**src/rtl/mult_q3p14.sv**
```systemverilog
// mult_q3p14 -- registered signed fixed-point multiplier for the GRNG datapath.
//
// Multiplies the rightmost-coordinate operand by the truncated-value operand.
// Both operands are signed two's complement Q3.14. The product is the exact
// full-width Q7.28 result, with no rounding, truncation or saturation. The
// binary point moves from bit 14 to bit 28.
//
// Interface contract: there is no handshake. A new operand pair is accepted
// on every rising edge of clk. The matching product appears PIPE edges later,
// and each result holds until the next edge.
//
// Ports:
//   clk          rising-edge clock
//   rst          synchronous reset, active-high; clears every stage
//   rmost_coord  IN_W-bit signed Q3.14 operand A
//   trunc_value  IN_W-bit signed Q3.14 operand B
//   mult_value   OUT_W-bit signed Q7.28 product, registered
//
// Parameters:
//   IN_W   operand width (18 for Q3.14)
//   OUT_W  product width; must equal 2*IN_W so every product fits
//   PIPE   register stages from operand to output (>= 1)

module mult_q3p14 #(
  parameter int IN_W  = 18,
  parameter int OUT_W = 36,
  parameter int PIPE  = 1
) (
  input  logic             clk,
  input  logic             rst,
  input  logic [IN_W-1:0]  rmost_coord,
  input  logic [IN_W-1:0]  trunc_value,
  output logic [OUT_W-1:0] mult_value
);

  // Operands are reinterpreted as signed. Assigning them to wider signed
  // nets sign-extends them, so the OUT_W-bit multiply is exact for negative
  // inputs. The product of two IN_W-bit values always fits in 2*IN_W bits.
  logic signed [IN_W-1:0]  a_s;
  logic signed [IN_W-1:0]  b_s;
  logic signed [OUT_W-1:0] a_ext;
  logic signed [OUT_W-1:0] b_ext;
  logic signed [OUT_W-1:0] prod;

  assign a_s   = rmost_coord;
  assign b_s   = trunc_value;
  assign a_ext = a_s;
  assign b_ext = b_s;
  assign prod  = a_ext * b_ext;

  // Stage 0 captures the product. Later stages only delay it.
  // Reset clears every stage, so any product still in flight is discarded.
  logic [OUT_W-1:0] stage [PIPE];

  always_ff @(posedge clk) begin
    if (rst) begin
      for (int i = 0; i < PIPE; i++) begin
        stage[i] <= '0;
      end
    end else begin
      stage[0] <= prod;
      for (int i = 1; i < PIPE; i++) begin
        stage[i] <= stage[i-1];
      end
    end
  end

  assign mult_value = stage[PIPE-1];

endmodule

```
**config.mk**
```make
export PLATFORM = sky130hd
export DESIGN_NAME = mult_q3p14
export DESIGN_NICKNAME = d
export VERILOG_FILES = /design/src/rtl/mult_q3p14.sv
export SDC_FILE = /design/constraint.sdc
export NUM_CORES = 1
export LEC_CHECK = 0
export BUFFER_PORTS_ARGS = -buffer_cell sky130_fd_sc_hd__buf_2
export CORE_MARGIN = 4
export CORE_UTILIZATION = 45
export DETAILED_ROUTE_END_ITERATION = 6
export SLEW_MARGIN = 20
export SYNTH_ARGS = -nofsm -noshare
export SYNTH_HDL_FRONTEND = slang
export SYNTH_SLANG_ARGS = --single-unit
```
**constraint.sdc**
```tcl
create_clock -name clk -period 8.1 [get_ports clk]
set_input_delay 1.62 -clock clk [delete_from_list [all_inputs] [get_ports clk]]
set_output_delay 1.62 -clock clk [all_outputs]
set_load 0.1 [all_outputs]
```
==> results of run 1 <==
==> worst max path at each step <==
stage | start | end
global placement | trunc_value[4] | stage[0][35]
finish | trunc_value[4] | stage[0][35]
global route | rmost_coord[17] | stage[0][35]
detailed placement | trunc_value[4] | stage[0][35]
floorplan | rmost_coord[17] | stage[0][35]
CTS | trunc_value[4] | stage[0][35]
==> cell type report <==
type                       instances  area, sq um  share of cell area (%)
inverter                         371         1390                    10.0
multi-input combinational        961        10800                    77.5
clock buffer                       5          125                   0.898
timing repair buffer              77          395                    2.84
clock inverter                     3         18.8                   0.135
tap                              384          480                    3.45
sequential                        36          721                    5.18
==> synthesized netlist by cell type (3+ instances only) <==
master    number  area [sq um]
a21oi_1       26           130
xnor2_1       19           166
nor3_1         9          45.0
xor2_1        10          87.6
nand2_1      164           616
a31oi_1        5          31.3
ha_1          93          1160
and2_1       160          1000
clkbuf_1      47           176
inv_1        371          1390
o21a_1         9          67.6
nor2b_1       22           138
a21o_1         8          60.1
o21ai_0       15          75.1
or3_1          3          18.8
nor2_1        31           116
fa_1         329          6590
nand3_1        7          35.0
nand2b_1       7          43.8
nand4_1        3          18.8
dfxtp_1       36           721
o21bai_1       3          22.5
==> worst max-delay path, delay by kind of cell <==
kind            cells  cell delay, ns
fa+ha+maj           7            3.39
buf+inv             6            0.66
compound gates      3            0.83
mux                 1            0.33
simple gates        5            0.88
==> per-layer routing <==
layer  track usage (%)  wire length [microns]
met5                 0                      0
met4              3.71                    617
met3              2.00                    735
met2              36.6                  16000
met1              23.5                  11400
==> kinds of logic after synthesis <==
group / Yosys count / share of synthesized area (%)
buffers and inverters: 422 / 12.2
adder cells (fa/ha/maj): 422 / 59.1
AND/OR/NAND/NOR: 420 / 16.4
AO/OA/AOI/OAI: 86 / 4.56
flip-flops: 36 / 5.49
XOR/XNOR: 29 / 1.94
multiplexers: 4 / 0.334
==> cells in the final DEF (no fill, tap or decap), types with 4 or more instances in the layout <==
cell type	n
nand3_1	7
clkbuf_16	5
nor2b_1	22
o21a_1	9
xor2_1	10
buf_2	73
ha_1	93
nand2_1	164
inv_1	371
nor3_1	9
xnor2_1	19
o21ai_0	15
nor2_1	31
dfxtp_1	36
fa_1	329
and2_1	160
buf_4	4
nand2b_1	7
a21oi_1	26
a31oi_1	5
a21o_1	8
==> metrics by stage <==
step,std cells,utilization (%)
CTS,1837,48.5
detailed placement,1829,48.0
finish,1837,48.5
floorplan,1419,-
global route,1837,48.5
global placement,1829,48.0
==> results.txt, run 1 <==
outcome = completed
initial core utilization = 45.7%
Largest Register = stage
largest net degree at the start of global routing = 44
setup ws final = 0.548 ns
Avg WL per Cell = 15.7 microns
clock buffer depth = 2
die area = 32,000 sq um
dpl hpwl = 24.6 mm
DR pass1 iterations = 4
CTS tree = done
root buffer cell = clkbuf_16
hold path startpoint = trunc_value[0]
Top FF cell, synth = dfxtp_1
setup total negative slack = 0 ns
FP Rows = 62
Area Growth Syn to Fin = 6.14%
Max Fclk = 132 MHz
Worst path max stage delay = 0.53 ns
Hold Worst Slack = 1.81 ns
post-synthesis cell count = 1,419
Final Cycle Share = 93.2%
DP Worst Slack = 0.253 ns
hold buffer count at CTS = 0
Yosys Warn Count = 0
CP Cell Sequence = buf_2, nand2_1, fa_1, inv_1, fa_1, inv_1, fa_1, inv_1, fa_1, fa_1, inv_1, fa_1, inv_1, ha_1, nand3_1, or2_0, o221a_1, and3b_4, a2111oi_4, nor2_1, o21ai_1, mux2_1
crit path max-delay cell type = fa_1
detailed-route via count = 9,058
share of layout cells above drive strength 1 = 6.81%
CP endpoint kind = flop
syn avg cell area = 9.25 sq um
Hold Crit Class = input pin to flop
FFs w/ async S/R, synth = 0%
Hold EP = stage[0][0]
critical path launch point type = input pin
antenna-violating nets left = 0
most used cell, CP = fa_1
initial antenna violation count = 0
Die Y = 179 microns
post-CTS resize count = 0
Antenna Cells = 0
Tmin final = 7.55 ns
post-synthesis cell area = 13,100 sq um
DRC Markers = 0
max-slew violations = 0
CP Max Fanout = 18
H-Tree Level Count = 2
Clock transition at path regs = 0.06 ns
max_cap viols = 0
remaining global-route overflow = 0
gpl congestion = 0.859
synth unique cells = 58
core area = 28,700 sq um
num ports = 74
drt first-iter violations = 313
cell area after layout = 13,900 sq um
RSZ-0062 raised after global routing = no
Net count, final = 1,912
Slew HR = 52.0%
port buffer count = 73
max FFs per register = 36
Worst EP arrival = 7.72 ns
number of global-route vias before repair = 9,774
Global Route Usage Sum = 19.2%
Vias/cell = 4.93
Sink Count = 36
number of synthesized flops with an enable pin = 0
final count of hold timing violations = 0
CTS Buf Count = 5
Area after DPL = 13,800 sq um
Post-CTS Setup Bufs = 0
fillcell total = 2,850
Yosys reg bits = 36
worst-margin pin slew = 0.721 ns
biggest regs = stage: 36 flops
Net Count, Synth = 1,879
total length of routed wires = 28.8 mm
WP data required = 8.27 ns
first-pass GRT wire length = 48.3 mm
final setup vio count = 0
Die X-Extent = 179 microns
sequential cell area fraction in the yosys report = 5.49%
worst setup path category = input pin to flop
Worst Hold Path Cells = 3
Power of run 1 is left out: the tool's default activity adds up to more than one toggle a clock period on the data nets, which glitch-free logic cannot reach.
==> run 2, diff against run 1 <==
- RECOVER_POWER: not set -> 50
==> results.txt, run 2 (synthesized netlist as in run 1, its figures left out) <==
commonest non-fill, non-tap cell in the layout = inv_1
H-Tree Level Count = 2 (unchanged)
Largest Register = stage
CP Max Fanout = 18 (unchanged)
Avg WL per Cell = 15.7 microns (about the same)
DR pass1 iterations = 4 (unchanged)
total length of routed wires = 28.8 mm (about the same)
met3 Use GR = 2.00% (unchanged)
root buffer cell = clkbuf_16
remaining global-route overflow = 0 (unchanged)
failing checks = capacitance limit, slew limit
Net count, final = 1,912 (unchanged)
initial antenna violation count = 0 (unchanged)
share of layout cells above drive strength 1 = 4.40% (-2.4 points)
Hold EP = stage[0][0]
worst-margin pin slew = 1.73 ns (+1.01 ns)
Vias/cell = 4.92 (-0.17%)
Tmin final = 7.57 ns (+0.0155 ns)
gpl congestion = 0.859 (unchanged)
outcome = finished, violations left
CTS Buf Count = 5 (unchanged)
final setup vio count = 0 (unchanged)
WP data required = 8.27 ns (about the same)
crit path max-delay cell type = fa_1
biggest regs = stage: 36 flops
final count of hold timing violations = 0 (unchanged)
dpl hpwl = 24.6 mm (unchanged)
Worst Hold Path Cells = 3 (unchanged)
largest net degree at the start of global routing = 44 (unchanged)
initial core utilization = 45.7% (unchanged)
DRC Markers = 0 (unchanged)
most frequent cells in the layout = inv_1 (371), fa_1 (329), nand2_1 (164)
GRT met2 Usage = 36.6% (unchanged)
post-CTS resize count = 0 (unchanged)
Antenna Cells = 0 (unchanged)
Area Growth Syn to Fin = 5.81%
max-slew violations = 44 (+44)
drt first-iter violations = 320 (+2.2%)
hold buffer count at CTS = 0 (unchanged)
first-pass GRT wire length = 48.3 mm (unchanged)
Worst EP arrival = 7.74 ns (+0.02 ns)
CP endpoint kind = flop
detailed-route via count = 9,043 (-0.17%)
clock buffer depth = 2 (unchanged)
core area = 28,700 sq um (unchanged)
port buffer count = 73 (unchanged)
Hold Crit Class = input pin to flop
GR Layer Usage met1 = 23.5% (unchanged)
Clock transition at path regs = 0.06 ns (about the same)
Max Fclk = 132 MHz (-0.20%)
Die X-Extent = 179 microns (unchanged)
Worst path max stage delay = 0.53 ns (about the same)
worst setup path category = input pin to flop
setup total negative slack = 0 ns (unchanged)
CP Cell Sequence = buf_2, nand2_1, fa_1, inv_1, fa_1, inv_1, fa_1, inv_1, fa_1, fa_1, inv_1, fa_1, inv_1, ha_1, nand3_1, or2_0, o221a_1, and3b_4, a2111oi_4, nor2_1, o21ai_1, mux2_1
Sink Count = 36 (unchanged)
critical path launch point type = input pin
Die Y = 179 microns (unchanged)
FP Rows = 62 (unchanged)
gr busiest metal = met2
antenna-violating nets left = 0 (unchanged)
Slew HR = -15.2% (-67 points)
Final Cycle Share = 93.4% (+0.19 points)
Post-CTS Setup Bufs = 0 (unchanged)
max FFs per register = 36 (unchanged)
hold path startpoint = trunc_value[0]
RSZ-0062 raised after global routing = no
num ports = 74 (unchanged)
most used cell, CP = fa_1
max_cap viols = 1 (+1)
Global Route Usage Sum = 19.2% (unchanged)
number of global-route vias before repair = 9,774 (unchanged)
CTS tree = done
die area = 32,000 sq um (unchanged)
[run 2: how the worst max path moves through the flow]
stage / startpoint / cells past startpoint / to / slack (ns)
6_report: trunc_value[4] / 22 / stage[0][35] / 0.53
5_1_grt: rmost_coord[17] / 22 / stage[0][35] / 0.18
4_1_cts: trunc_value[4] / 22 / stage[0][35] / 0.54
3_5_place_dp: trunc_value[4] / 22 / stage[0][35] / 0.25
3_3_place_gp: trunc_value[4] / 22 / stage[0][35] / 0.33
2_1_floorplan: rmost_coord[17] / 24 / stage[0][35] / 0.51
[run 2: cell type report]
| cell class | instances | area, sq um |
|---|---|---|
| fillers | 2862 | 14800 |
| multi-input cells | 961 | 10800 |
| inverters | 371 | 1390 |
| flip-flops and latches | 36 | 721 |
| well taps | 384 | 480 |
| repair buffers | 77 | 352 |
| clock buffers | 5 | 125 |
| clock inverters | 3 | 18.8 |
[run 2: layer usage]
metal,routed length (microns),part of all wire [%],up-vias
met5,0,0,-
met4,617,2.1,0
met3,720,2.5,35
met2,16000,56,139
met1,11500,40,4709
li1,-,-,4160
[run 2: worst max-delay path: cells and delay by family]
family	cells	cell delay, ns
AO/OA/AOI/OAI	3	0.83
adder cells (fa/ha/maj)	7	3.39
buffers and inverters	6	0.66
AND/OR/NAND/NOR	5	0.88
multiplexers	1	0.33
[run 2: per-stage QoR]
step                      hold WS (ns)  worst slack (ns)  cell area [sq um]  util, %  instances
after CTS                         1.80             0.543              13900     48.5       1837
after detailed placement          2.11             0.253              13800     48.0       1829
after floorplan                   1.81             0.513              13100        -       1419
final                             1.81             0.533              13900     48.4       1837
after global placement            2.11             0.333              13800     48.0       1829
after global routing              1.83             0.185              13900     48.4       1837
Power of run 2 is left out for the same reason.
